$ cat config.mk
export PLATFORM = sky130hd
export DESIGN_NAME = ntt_poly_mult_ctrl
export DESIGN_NICKNAME = d
export VERILOG_FILES = /design/src/rtl/ntt_poly_mult_ctrl.sv
export SDC_FILE = /design/constraint.sdc
export NUM_CORES = 1
export LEC_CHECK = 0
export CAP_MARGIN = 20
export CORE_MARGIN = 5
export CORE_UTILIZATION = 30
export CTS_BUF_LIST = sky130_fd_sc_hd__clkbuf_4 sky130_fd_sc_hd__clkbuf_8
export CTS_CLUSTER_SIZE = 25
export DETAILED_ROUTE_END_ITERATION = 12
export HOLD_SLACK_MARGIN = 0.03
export PLACE_DENSITY = 0.56
export SYNTH_ARGS = -nofsm -noshare
export SYNTH_HDL_FRONTEND = slang
export SYNTH_SLANG_ARGS = --single-unit
$ cat constraint.sdc
create_clock -name clk -period 3.95 [get_ports clk]
set_input_delay 0.5925 -clock clk [delete_from_list [all_inputs] [get_ports clk]]
set_output_delay 0.5925 -clock clk [all_outputs]
set_load 0.01 [all_outputs]
$ cat src/rtl/ntt_poly_mult_ctrl.sv
// ntt_poly_mult_ctrl: load / compute / unload sequencer around a combinational NTT multiplier core.
// Define NTT_CTRL_PERF_EN to add a saturating 16-bit job_count output.
module ntt_poly_mult_ctrl #(
  parameter int N      = 17,
  parameter int D      = 8,
  parameter int SETTLE = 4
) (
  input  logic           clk,
  input  logic           rst_n,
  input  logic           in_valid,
  output logic           in_ready,
  input  logic [D-1:0]   in_data,
  output logic [D*N-1:0] core_a,
  output logic [D*N-1:0] core_b,
  input  logic [D*N-1:0] core_c,
  output logic           out_valid,
  input  logic           out_ready,
  output logic [D-1:0]   out_data,
  output logic           out_last,
`ifdef NTT_CTRL_PERF_EN
  output logic [15:0]    job_count,
`endif
  output logic           busy
);

  localparam int IW = $clog2(2 * N);

  localparam logic [1:0] S_LOAD = 2'd0;
  localparam logic [1:0] S_COMP = 2'd1;
  localparam logic [1:0] S_UNLD = 2'd2;

  localparam logic [IW-1:0] LAST_W = IW'(2 * N - 1);
  localparam logic [IW-1:0] LAST_O = IW'(N - 1);
  localparam logic [IW-1:0] NW     = IW'(N);
  localparam logic [IW-1:0] ONE    = IW'(1);
  localparam logic [7:0]    SET0   = 8'(SETTLE);

  logic [1:0]     state_q;
  logic [IW-1:0]  idx_q;
  logic [7:0]     cnt_q;
  logic [D*N-1:0] a_q;
  logic [D*N-1:0] b_q;
  logic [D*N-1:0] res_q;

  logic          st_load;
  logic          st_comp;
  logic          st_unld;
  logic          in_hs;
  logic          out_hs;
  logic          ld_a;
  logic [IW-1:0] b_idx;

  assign st_load = (state_q == S_LOAD);
  assign st_comp = (state_q == S_COMP);
  assign st_unld = (state_q == S_UNLD);

  // rst_n gates in_ready so nothing is offered while reset is held
  assign in_ready  = rst_n & st_load;
  assign in_hs     = in_valid & in_ready;
  assign out_valid = st_unld;
  assign out_hs    = out_valid & out_ready;
  assign ld_a      = (idx_q < NW);
  assign b_idx     = idx_q - NW;

  assign core_a = a_q;
  assign core_b = b_q;

  assign out_data = st_unld ? res_q[int'(idx_q)*D +: D] : '0;
  assign out_last = st_unld & (idx_q == LAST_O);
  assign busy     = st_comp | st_unld | (st_load & (idx_q != '0));

  always_ff @(posedge clk or negedge rst_n) begin
    if (!rst_n) begin
      state_q <= S_LOAD;
      idx_q   <= '0;
      cnt_q   <= '0;
      a_q     <= '0;
      b_q     <= '0;
      res_q   <= '0;
    end else begin
      unique case (1'b1)
        st_load: begin
          if (in_hs) begin
            if (ld_a) a_q[int'(idx_q)*D +: D] <= in_data;
            else      b_q[int'(b_idx)*D +: D] <= in_data;
            if (idx_q == LAST_W) begin
              state_q <= S_COMP;
              idx_q   <= '0;
              cnt_q   <= SET0;
            end else begin
              idx_q <= idx_q + ONE;
            end
          end
        end
        st_comp: begin
          cnt_q <= cnt_q - 8'd1;
          // core has had SETTLE cycles of stable operands at this edge
          if (cnt_q == 8'd1) begin
            res_q   <= core_c;
            state_q <= S_UNLD;
            idx_q   <= '0;
          end
        end
        st_unld: begin
          if (out_hs) begin
            if (idx_q == LAST_O) begin
              state_q <= S_LOAD;
              idx_q   <= '0;
            end else begin
              idx_q <= idx_q + ONE;
            end
          end
        end
        default: begin
          state_q <= S_LOAD;
          idx_q   <= '0;
        end
      endcase
    end
  end

`ifdef NTT_CTRL_PERF_EN
  always_ff @(posedge clk or negedge rst_n) begin
    if (!rst_n) begin
      job_count <= '0;
    end else if (out_hs && out_last && job_count != 16'hFFFF) begin
      job_count <= job_count + 16'd1;
    end
  end
`endif

endmodule
# Word-level counts from Yosys, hierarchy flattened
# Cells that the tools add are included.
# W data, S select, Z words.
# totals
input_bits	148
regBits	424
out_inout_bits	284
# op_classes
order_cmp	1
shifts	5
bitwise	8
add_sub_neg	5
muxes	18
reduce_logical	9
n_eq_ne	10
# op_table
operator	count
$bwmux W136	2
$shift A8 B33 Y136 const A	2
$shiftx A8 B33 Y136	2
$shiftx A136 B10 Y8	1
$neg A9 Y33	2
$mux W6	5
$mux W8	3
$pmux W6 S3	1
$pmux W8 S2	1
$reduce_and A3 Y1	4
$mux W2	5
$ne A2 B1 Y1 const B	5
$eq A8 B1 Y1 const B	1
$sub A8 B1 Y8 const B	1
$add A6 B1 Y6 const B	1
$eq A6 B5 Y1 const B	1
$eq A6 B6 Y1 const B	1
$lt A6 B5 Y1 const B	1
$pmux W2 S3	1
$reduce_bool A6 Y1	1
$sub A6 B5 Y6 const B	1
$and A1 B1 Y1	5
$reduce_and A5 Y1	1
$eq A2 B1 Y1 const B	1
other kinds (6)	7

# Logic depth before layout (Yosys ltp)
# Gate-level depths: netlist (run 1).
# logic_depth
depth_word	5
depth_mapped	15
ltp_nobuf	10

# Worst setup path after synthesis (run 1)
# OpenSTA, ideal clock, no wires.
# synth_path
path_type	flip-flop to flip-flop
from	register idx_q[1]
to	register b_q[120], in the netlist core_b[120]
path_slack_ps	-126
period_less_slack_ps	4076
stages_incl_launch_ff	13
t_arrival_ps	3951
n_path_buf	3
required_time_ps	3825
path_cell_list	dfrtp_1 > clkbuf_1 > buf_1 > inv_1 > ha_1 > clkbuf_1 > nand2_1 > nor4_1 > ha_1 > and3_1 > nand3_2 > nor4_4 > mux2_4
# synth_between
elab_chain_len	4
# synth_rtl
element	line_no	rtl
from (decl)	39	logic [IW-1:0] idx_q;
from (signal assigned)	91	idx_q <= idx_q + ONE;
from (signal assigned)	110	idx_q <= idx_q + ONE;
$sub A6 B5 Y6	63	assign b_idx = idx_q - NW;
$neg A9 Y33	85	else b_q[int'(b_idx)*D +: D] <= in_data;
$shiftx A8 B33 Y136 or $shift A8 B33 Y136 (tied branches)	85	
$bwmux W136	85	
to (signal, indexed assignment)	85	
to (decl)	42	logic [D*N-1:0] b_q;
# Several ways; a longest one is shown, not always the timed one.
# A chain may end at the register's enable or synchronous reset.

# Worst setup path after layout (run 1)
# layout_path
from	register idx_q[0]
to	output out_data[2]
# layout_between
elab_chain_len	2
# layout_rtl
element	line_no	rtl
$shiftx A136 B10 Y8	68	assign out_data = st_unld ? res_q[int'(idx_q)*D +: D] : '0;
$mux W8	68	
to (decl)	18	output logic [D-1:0] out_data,
# No other way between the ends.

==> results summary, run 1 <==
Clock-pin slew was measured on the worst setup and hold paths at 0.06 ns. The source-to-sink clock delay at the later pin of the worst-skew pair came out at 0.65 ns. The cell count after synthesis came out at about 1300. Summing every instance area after synthesis gives 0.0186 mm².

The transition at the pin with the smallest max-transition slack is around 1.1 ns. The top-level I/O count is around 430. Once the floorplan was initialized, standard cells occupied between 30% and 40% of the core.

The tree built by TritonCTS fans out to between 400 and 500 sinks. The relative max-transition margin is roughly 28%. The worst-path cell with the longest stage delay is sky130_fd_sc_hd__mux4_2. The top-area cell type share of the netlist area came out at a little under three fifths.

The via count of the first global-routing pass is 13600. The number of enable-type register cells in the synthesized netlist came out at 0. The final-layout setup total negative slack came out at 0 ns. The required time of the critical path is roughly 3.4 ns. In this design, the critical path's most frequently occurring cell is sky130_fd_sc_hd__mux4_2. The number of different library cells used by synthesis comes to 70. The wire length per cell after detailed routing came out at between 20 and 25 µm. The type of destination of the critical path is an output port.

The worst setup skew after layout is around 0.020 ns. The maximum clock rate came out at roughly 260 MHz. The wire-length estimate of the detail-placed layout is approximately 42000 µm. The share of the clock period used by the worst path came out at 96.1%. The setup-violating endpoint count in the final report came out at 0. After synthesis, the share of cell area in mux cells is between 20% and 30%. The flip-flop cell with the highest count after synthesis is sky130_fd_sc_hd__dfrtp_1.

The filler cells instantiated in the layout total about 5700. The final weighted congestion of routability-driven global placement is 0.869. The run finished with clean final reports.

In this run the horizontal extent of the chip is around 260 µm. The CTS tree is done. The post-synthesis average cell area is between 10 and 15 µm². The count of standard-cell rows is between 90 and 100.

The power density of the placed cells is 362 mW/mm². The total overflow reported by the global router came out at 0. The synthesis-to-layout area growth came out at 39.3%. Sorting the synthesized cells by area gives the leading types as sky130_fd_sc_hd__dfrtp_1 57%, sky130_fd_sc_hd__mux2_2 23%, sky130_fd_sc_hd__mux4_2 4.8%, sky130_fd_sc_hd__nor4_4 1.5%, sky130_fd_sc_hd__and2_1 1.4%.

The xor and xnor area share after synthesis came out at 0.141%. The count of nets left with antenna violations after detail routing came out at 0. The share of the Yosys chip area taken by registers is 57.1%. The die area is between 0.06 and 0.07 mm². For this block, the initial DRC count from the detailed router was roughly 510. Of the total synthesized cell area, the portion taken by full adders, half adders and majority gates is less than 1%. The worst register-to-register path begins at idx_q[0].

The length of the first detailed-routing pass in iterations is 4. The maximum fanout along the worst path is 8. In this run the tool buffered the top-level ports with 431 buffer cells. The net count after synthesis came out at approximately 1400.

The worst register-to-register path has a depth of 9. The final number of max-transition violations came to 0. The yosys synthesis warning count came out at 0.

The number of violations of the max-capacitance limit came out at 0. The data arrival time of the critical path is roughly 3.2 ns. The main combinational cell family by area after synthesis is multiplexers. Among cell families on the critical path, the largest total delay comes from multiplexers. Traced cell by cell, the critical path runs through buf_12, buf_4, mux4_2, mux4_2, a32o_1, clkdlybuf4s50_1. The maximum clock insertion buffer count is 3. The sum of routed wire length over all layers came out at about 59000 µm. Clock tree synthesis selected as its root buffer the cell sky130_fd_sc_hd__clkbuf_8. Setup repair after global routing left no endpoint under its margin.

The pin count of the biggest net entering global routing is 164. For this design the static power due to leakage is about 12 nW. The synthesized design contains about 420 register bits. The detailed-route DRC error count came out at 0. The area fraction in compound gates after synthesis came out at 3.12%. The kind of start point of the critical path is a flip-flop. Summing over every cut layer, the via total after detailed routing is 12500. VDD sags by at most 215 µV.

In this run the critical register-to-register path is captured at core_b[73]. The initial antenna violation count is 18. The number of levels in the clock H-tree is 3. The minimum period implied by the final worst setup slack came out at approximately 3.8 ns.

sky130_fd_sc_hd__dfrtp_1 takes more of the synthesized area than any other cell. The flop-to-flop setup slack came out at ~0.39 ns. In this run the vertical extent of the chip is about 260 µm. In the synthesized netlist the async set-or-reset flop fraction comes to 100%. The final core utilization is a little over two fifths.

Global routing used approximately 17% of the available tracks. The number of hold violations in the final report is 0. The area share of and/or/nand/nor cells after synthesis came out at under 10%. The total CTS buffers came out at roughly 80.

The critical path in this run is classified as reg -> out. The kind of path behind the tightest hold check is in -> async. The worst path buffer plus inverter count came out at 3. The final-stage net count is about 1900. The core region is around 0.062 mm². For this run, the slowest stage of the critical path takes between 0.5 and 0.6 ns. The via density per instance is roughly 4.7.

The wire length of the first global-routing pass is 88000 µm. The proportion of layout cells with a drive suffix above 1 came out at approximately 36%.
## area by class of cell
class / instances / area [µm²] / area share, %
flip-flops and latches: 424 / 10600 / 41.0
multi-input cells: 743 / 7620 / 29.4
repair buffers: 478 / 4830 / 18.6
clock buffers: 123 / 1530 / 5.91
well taps: 837 / 1050 / 4.04
clock inverters: 15 / 170 / 0.657
inverters: 22 / 86.3 / 0.333
diodes: 5 / 12.5 / 0.0483
## synth_stat cells (3+ instances only)
library cell               count
sky130_fd_sc_hd__a21oi_1       4
sky130_fd_sc_hd__nor3b_2       3
sky130_fd_sc_hd__mux2_2      386
sky130_fd_sc_hd__o31a_1        3
sky130_fd_sc_hd__nand2b_1      8
sky130_fd_sc_hd__mux2_4        8
sky130_fd_sc_hd__and2_1       41
sky130_fd_sc_hd__nor4_1        5
sky130_fd_sc_hd__ha_1         11
sky130_fd_sc_hd__a21boi_0      3
sky130_fd_sc_hd__o21ai_0      24
sky130_fd_sc_hd__a21o_1        4
sky130_fd_sc_hd__nand3_1       9
sky130_fd_sc_hd__nor2_1       16
sky130_fd_sc_hd__nor4_4       13
sky130_fd_sc_hd__inv_1        22
sky130_fd_sc_hd__mux4_2       40
sky130_fd_sc_hd__nor2b_1       9
sky130_fd_sc_hd__nor3_1       11
sky130_fd_sc_hd__or2_2         5
sky130_fd_sc_hd__buf_6         3
sky130_fd_sc_hd__dfrtp_1     424
sky130_fd_sc_hd__a32o_1        9
sky130_fd_sc_hd__buf_2         8
sky130_fd_sc_hd__mux2i_1       9
sky130_fd_sc_hd__and3_1       12
sky130_fd_sc_hd__or4_1         5
sky130_fd_sc_hd__a22o_1        5
sky130_fd_sc_hd__nand3b_1      5
sky130_fd_sc_hd__nand2_1      50
sky130_fd_sc_hd__and2_0        4
sky130_fd_sc_hd__buf_1         7
sky130_fd_sc_hd__clkbuf_1     49
## cells in the final DEF, fill, tap and decap left out, types with 10 or more instances in the layout
| master | synthesis | final |
|---|---|---|
| sky130_fd_sc_hd__clkdlybuf4s50_1 | 0 | 429 |
| sky130_fd_sc_hd__dfrtp_1 | 424 | 422 |
| sky130_fd_sc_hd__mux2_2 | 386 | 386 |
| sky130_fd_sc_hd__clkbuf_8 | 0 | 98 |
| sky130_fd_sc_hd__nand2_1 | 50 | 49 |
| sky130_fd_sc_hd__and2_1 | 41 | 41 |
| sky130_fd_sc_hd__mux4_2 | 40 | 40 |
| sky130_fd_sc_hd__buf_4 | 1 | 36 |
| sky130_fd_sc_hd__clkbuf_4 | 0 | 26 |
| sky130_fd_sc_hd__o21ai_0 | 24 | 24 |
| sky130_fd_sc_hd__inv_1 | 22 | 21 |
| sky130_fd_sc_hd__nor2_1 | 16 | 15 |
| sky130_fd_sc_hd__nor4_4 | 13 | 13 |
| sky130_fd_sc_hd__and3_1 | 12 | 12 |
| sky130_fd_sc_hd__nor3_1 | 11 | 11 |
| sky130_fd_sc_hd__ha_1 | 11 | 10 |
## logic make-up (layout without fill, tap and decap cells)
logic type | count (synthesis) | after routing
XOR/XNOR | 3 | 3
AO/OA/AOI/OAI | 76 | 76
flip-flops | 424 | 424
multiplexers | 443 | 443
adder cells (fa/ha/maj) | 11 | 11
buffers and inverters | 91 | 638
other | 0 | 5
AND/OR/NAND/NOR | 210 | 210
## worst max path at each step
stage,to,cells after the start,slack [ns],startpoint
6_report,out_data[2],6,0.15,idx_q[0]
2_1_floorplan,core_b[120],12,0.05,idx_q[1]
3_5_place_dp,core_b[73],10,0.37,idx_q[0]
5_1_grt,out_data[5],6,0.01,idx_q[0]
4_1_cts,out_data[1],5,0.03,idx_q[1]
3_3_place_gp,core_b[73],10,0.48,idx_q[0]
## timing repair
item / CTS / global route
gates resized for setup: 8 / 4
hold endpoints to repair: 8 / 0
hold buffers: 1 / 0
setup endpoints to repair: 9 / 9
buffers inserted: 7 / 0
cloned: 2 / 0
## state kept, by name, indices dropped and copies added, names as in the netlist
register  count
state_q       2
cnt_q         8
res_q       136
core_b      136
core_a      136
idx_q         6
## metal layers
metal / routed length, µm / part of all wire (%) / track usage [%] / vias up
li1: - / - / - / 5573
met5: 139 / 0.24 / 0 / -
met1: 23300 / 40 / 20.6 / 6379
met2: 28900 / 49 / 29.0 / 407
met4: 1490 / 2.5 / 5.47 / 22
met3: 5000 / 8.5 / 6.27 / 107
## through the flow
stage                     area (µm²)  setup WS [ns]  cells  power, mW  hold slack [ns]
final                          25900          0.154   2647       9.37            0.404
after global routing           25900         0.0118   2644       9.79            0.362
after CTS                      25800         0.0296   2640       9.56            0.337
after detailed placement       24000          0.371   2492       4.96            0.413
after global placement         24000          0.478   2492       4.95            0.413
after floorplan                18600         0.0514   1258       4.63            0.297
## where the power goes
part | switching [mW] | internal, mW
Sequential | 0.0388 | 4.42
Combinational | 0.192 | 0.226
Clock | 1.89 | 2.61
## worst reg2reg max path: cells and delay by family, from the launching register on
kind	cells	cell delay, ns
AND/OR/NAND/NOR	5	1.97
flip-flops	1	0.45
multiplexers	1	0.36
buffers and inverters	1	0.32
adder cells (fa/ha/maj)	1	0.30
XOR/XNOR	1	0.07
No activity file was read; power rests on OpenSTA's default activity.
==> run 2, diff against run 1 <==
==> constraint.sdc (replaced) <==
create_clock -name clk -period 3.95 [get_ports clk]
set_input_delay 0.5925 -clock clk [delete_from_list [all_inputs] [get_ports clk]]
set_output_delay 0.5925 -clock clk [all_outputs]
set_load 0.005 [all_outputs]
==> results summary, run 2 (synthesized netlist as in run 1, its figures left out) <==
The final-stage net count is 1899 (-0.42%). The number of cells on the worst reg-to-reg path was 9 (unchanged). The die area was 0.0671 mm² (unchanged).

The final HPWL from detailed placement is 42000 µm (-0.56%). The worst setup path is launched from a flip-flop. The maximum fanout along the worst path came to 33 (+25).

The relative max-transition margin was 31.8% (+3.9 points). The static power due to leakage came out at 11.5 nW (-0.91%). The sum of routed wire length over all layers was 58200 µm (-0.90%).

The combined area of the multi-input logic cells came out at 0.00761 mm² (-0.11%). The transition at the pin with the smallest max-transition slack came out at 1.02 ns (-0.0590 ns). The count of standard-cell rows is 91 (unchanged).

The die width came out at 259 µm (unchanged). The proportion of layout cells with a drive suffix above 1 is 35.9% (-0.41 points). The routed via count came out at 12400 (-1.1%). The worst setup skew after layout came out at 0.0397 ns (+0.0192 ns). The layout filler cell count is 5763 (+0.86%).

The source of the worst register-to-register timing path is idx_q[0]. The number of levels in the clock H-tree came out at 3 (unchanged). The CTS tree is done. The total instance count after detailed placement is 2492 (unchanged).

The clock sink total is 424 (unchanged). The all-layer global routing usage came out at 17.0% (-0.16 points). The number of hold violations in the final report came out at 0 (unchanged).

The final weighted congestion of routability-driven global placement was 0.802 (-7.8%). The length of the first detailed-routing pass in iterations is 4 (unchanged). The count of nets left with antenna violations after detail routing was 0 (unchanged).

The sequential standard cell area came to 0.0106 mm² (unchanged). The worst voltage drop across the vdd grid is 210 µV (-2.2%). The critical path is of the reg -> out type. The final-layout setup total negative slack is 0 ns (unchanged). The length of routed met2 wiring is 28600 µm (-0.82%). The via density per instance came out at 4.68 (-0.74%). The library cells used most frequently in the layout, excluding fill and tap cells, are 429 x sky130_fd_sc_hd__clkdlybuf4s50_1, 422 x sky130_fd_sc_hd__dfrtp_1, 386 x sky130_fd_sc_hd__mux2_2. The share of the clock period used by the worst path was 96.7% (+0.64 points). The met3 wirelength from detailed routing was 4600 µm (-8.0%).

After detailed routing, no signal wire sits above met5. The root cell of the clock tree is sky130_fd_sc_hd__clkbuf_8. The number of violations of the max-capacitance limit came out at 0 (unchanged). The number of buffer cells added on primary ports is 431 (unchanged). The source-to-sink clock delay at the later pin of the worst-skew pair is 0.64 ns (about the same). The top-level I/O count is 432 (unchanged). STA classifies the critical path endpoint as an output port.

The pin count of the biggest net entering global routing is 81 (-51%). The clock-pin slew on the worst setup and hold paths came out at 0.06 ns (about the same). The data arrival time of the critical path is 3.23 ns (+0.03 ns).

The minimum period implied by the final worst setup slack came to 3.82 ns (+0.0252 ns). The total overflow reported by the global router came out at 0 (unchanged). The iteration-0 DRC count of the detailed router came to 558 (+8.8%). The library cell used most frequently in the layout, excluding fill and tap cells, is sky130_fd_sc_hd__clkdlybuf4s50_1. The initial cell density of the core is 30.2% (unchanged). The initial antenna violation count was 17 (-1). The required time of the critical path came to 3.36 ns (about the same).

The setup-violating endpoint count in the final report was 0 (unchanged). The wire length per cell after detailed routing came out at 22.1 µm (-0.57%). The total CTS buffers came out at 80 (+1.3%). The via count of the first global-routing pass came out at 13500 (-0.68%). The count of placed standard cells in the final layout, fillers left out is 2638 (-0.34%). The power density of the placed cells is 362 mW/mm² (about the same).

The maximum clock insertion buffer count came out at 3 (unchanged). The flop-to-flop setup slack came out at 0.39 ns (about the same). The endpoint identified for the worst register-to-register timing path is core_b[73]. The flow ran to the end, and the final reports show no timing, DRC or antenna violations. The least setup slack across all paths after layout was 0.128 ns (-0.0252 ns). The routed metal-1 wire length was 23900 µm (+2.7%). The final core utilization came out at 41.7% (-0.34 points). The core area was 0.0616 mm² (unchanged).

The worst slack after detailed placement came out at 0.433 ns (+0.0625 ns). The maximum clock rate is 262 MHz (-0.66%). The worst hold path belongs to the class in -> async.

The height of the die is 259 µm (unchanged). The wire length of the first global-routing pass is 87400 µm (-0.71%). Compared with the post-synthesis result, the final layout area differs by 38.2%. The final number of max-transition violations came out at 0 (unchanged). The worst hold slack across all endpoints came out at 0.471 ns (+0.0663 ns).

The detailed-route DRC error count came out at 0 (unchanged).
[run 2: metal layers]
layer  global-route usage (%)  vias up
li1                         -     5549
met1                     21.1     6308
met2                     28.7      391
met3                     5.78       88
met4                     4.40       18
met5                        0        -
[run 2: where the power goes]
| part | internal, mW | switching [mW] |
|---|---|---|
| combinational | 0.222 | 0.194 |
| clock | 2.53 | 1.89 |
| sequential | 4.42 | 0.0363 |
[run 2: worst max path at each step]
stage	start	to
after floorplan	idx_q[1]	core_b[120]
after CTS	idx_q[1]	out_data[0]
after global routing	idx_q[3]	out_data[0]
after global placement	idx_q[1]	core_b[76]
after detailed placement	idx_q[1]	core_b[73]
final	idx_q[1]	out_data[0]
[run 2: worst max-delay path, stage by stage (launching register included)]
cell	delay, ns
sky130_fd_sc_hd__dfrtp_2	0.44
sky130_fd_sc_hd__clkbuf_8	0.36
sky130_fd_sc_hd__mux4_2	0.43
sky130_fd_sc_hd__mux4_2	0.49
sky130_fd_sc_hd__a32o_1	0.33
sky130_fd_sc_hd__clkdlybuf4s50_1	0.48
[run 2: what timing repair did]
action | in CTS | in global routing
hold buffers | 1 | 0
endpoints found under the hold margin | 55 | 0
setup buffers | 1 | 0
cloned | 1 | 0
pin swaps | 0 | 0
resized for setup | 3 | 6
setup endpoints to repair | 8 | 9
[run 2: per-stage QoR]
| stage | cell area, µm² | power [mW] |
|---|---|---|
| after floorplan | 18600 | 4.63 |
| after global placement | 24000 | 4.95 |
| after detailed placement | 24000 | 4.96 |
| after CTS | 25700 | 9.49 |
| after global routing | 25700 | 9.72 |
| final | 25700 | 9.29 |
[run 2: area by class of cell]
type	instances	share of cell area (%)
flip-flops and latches	424	41.3
repair buffers	469	18.2
clock inverters	15	0.589
multi-input cells	743	29.6
inverters	22	0.336
clock buffers	122	5.80
well taps	837	4.08
diodes	6	0.0584
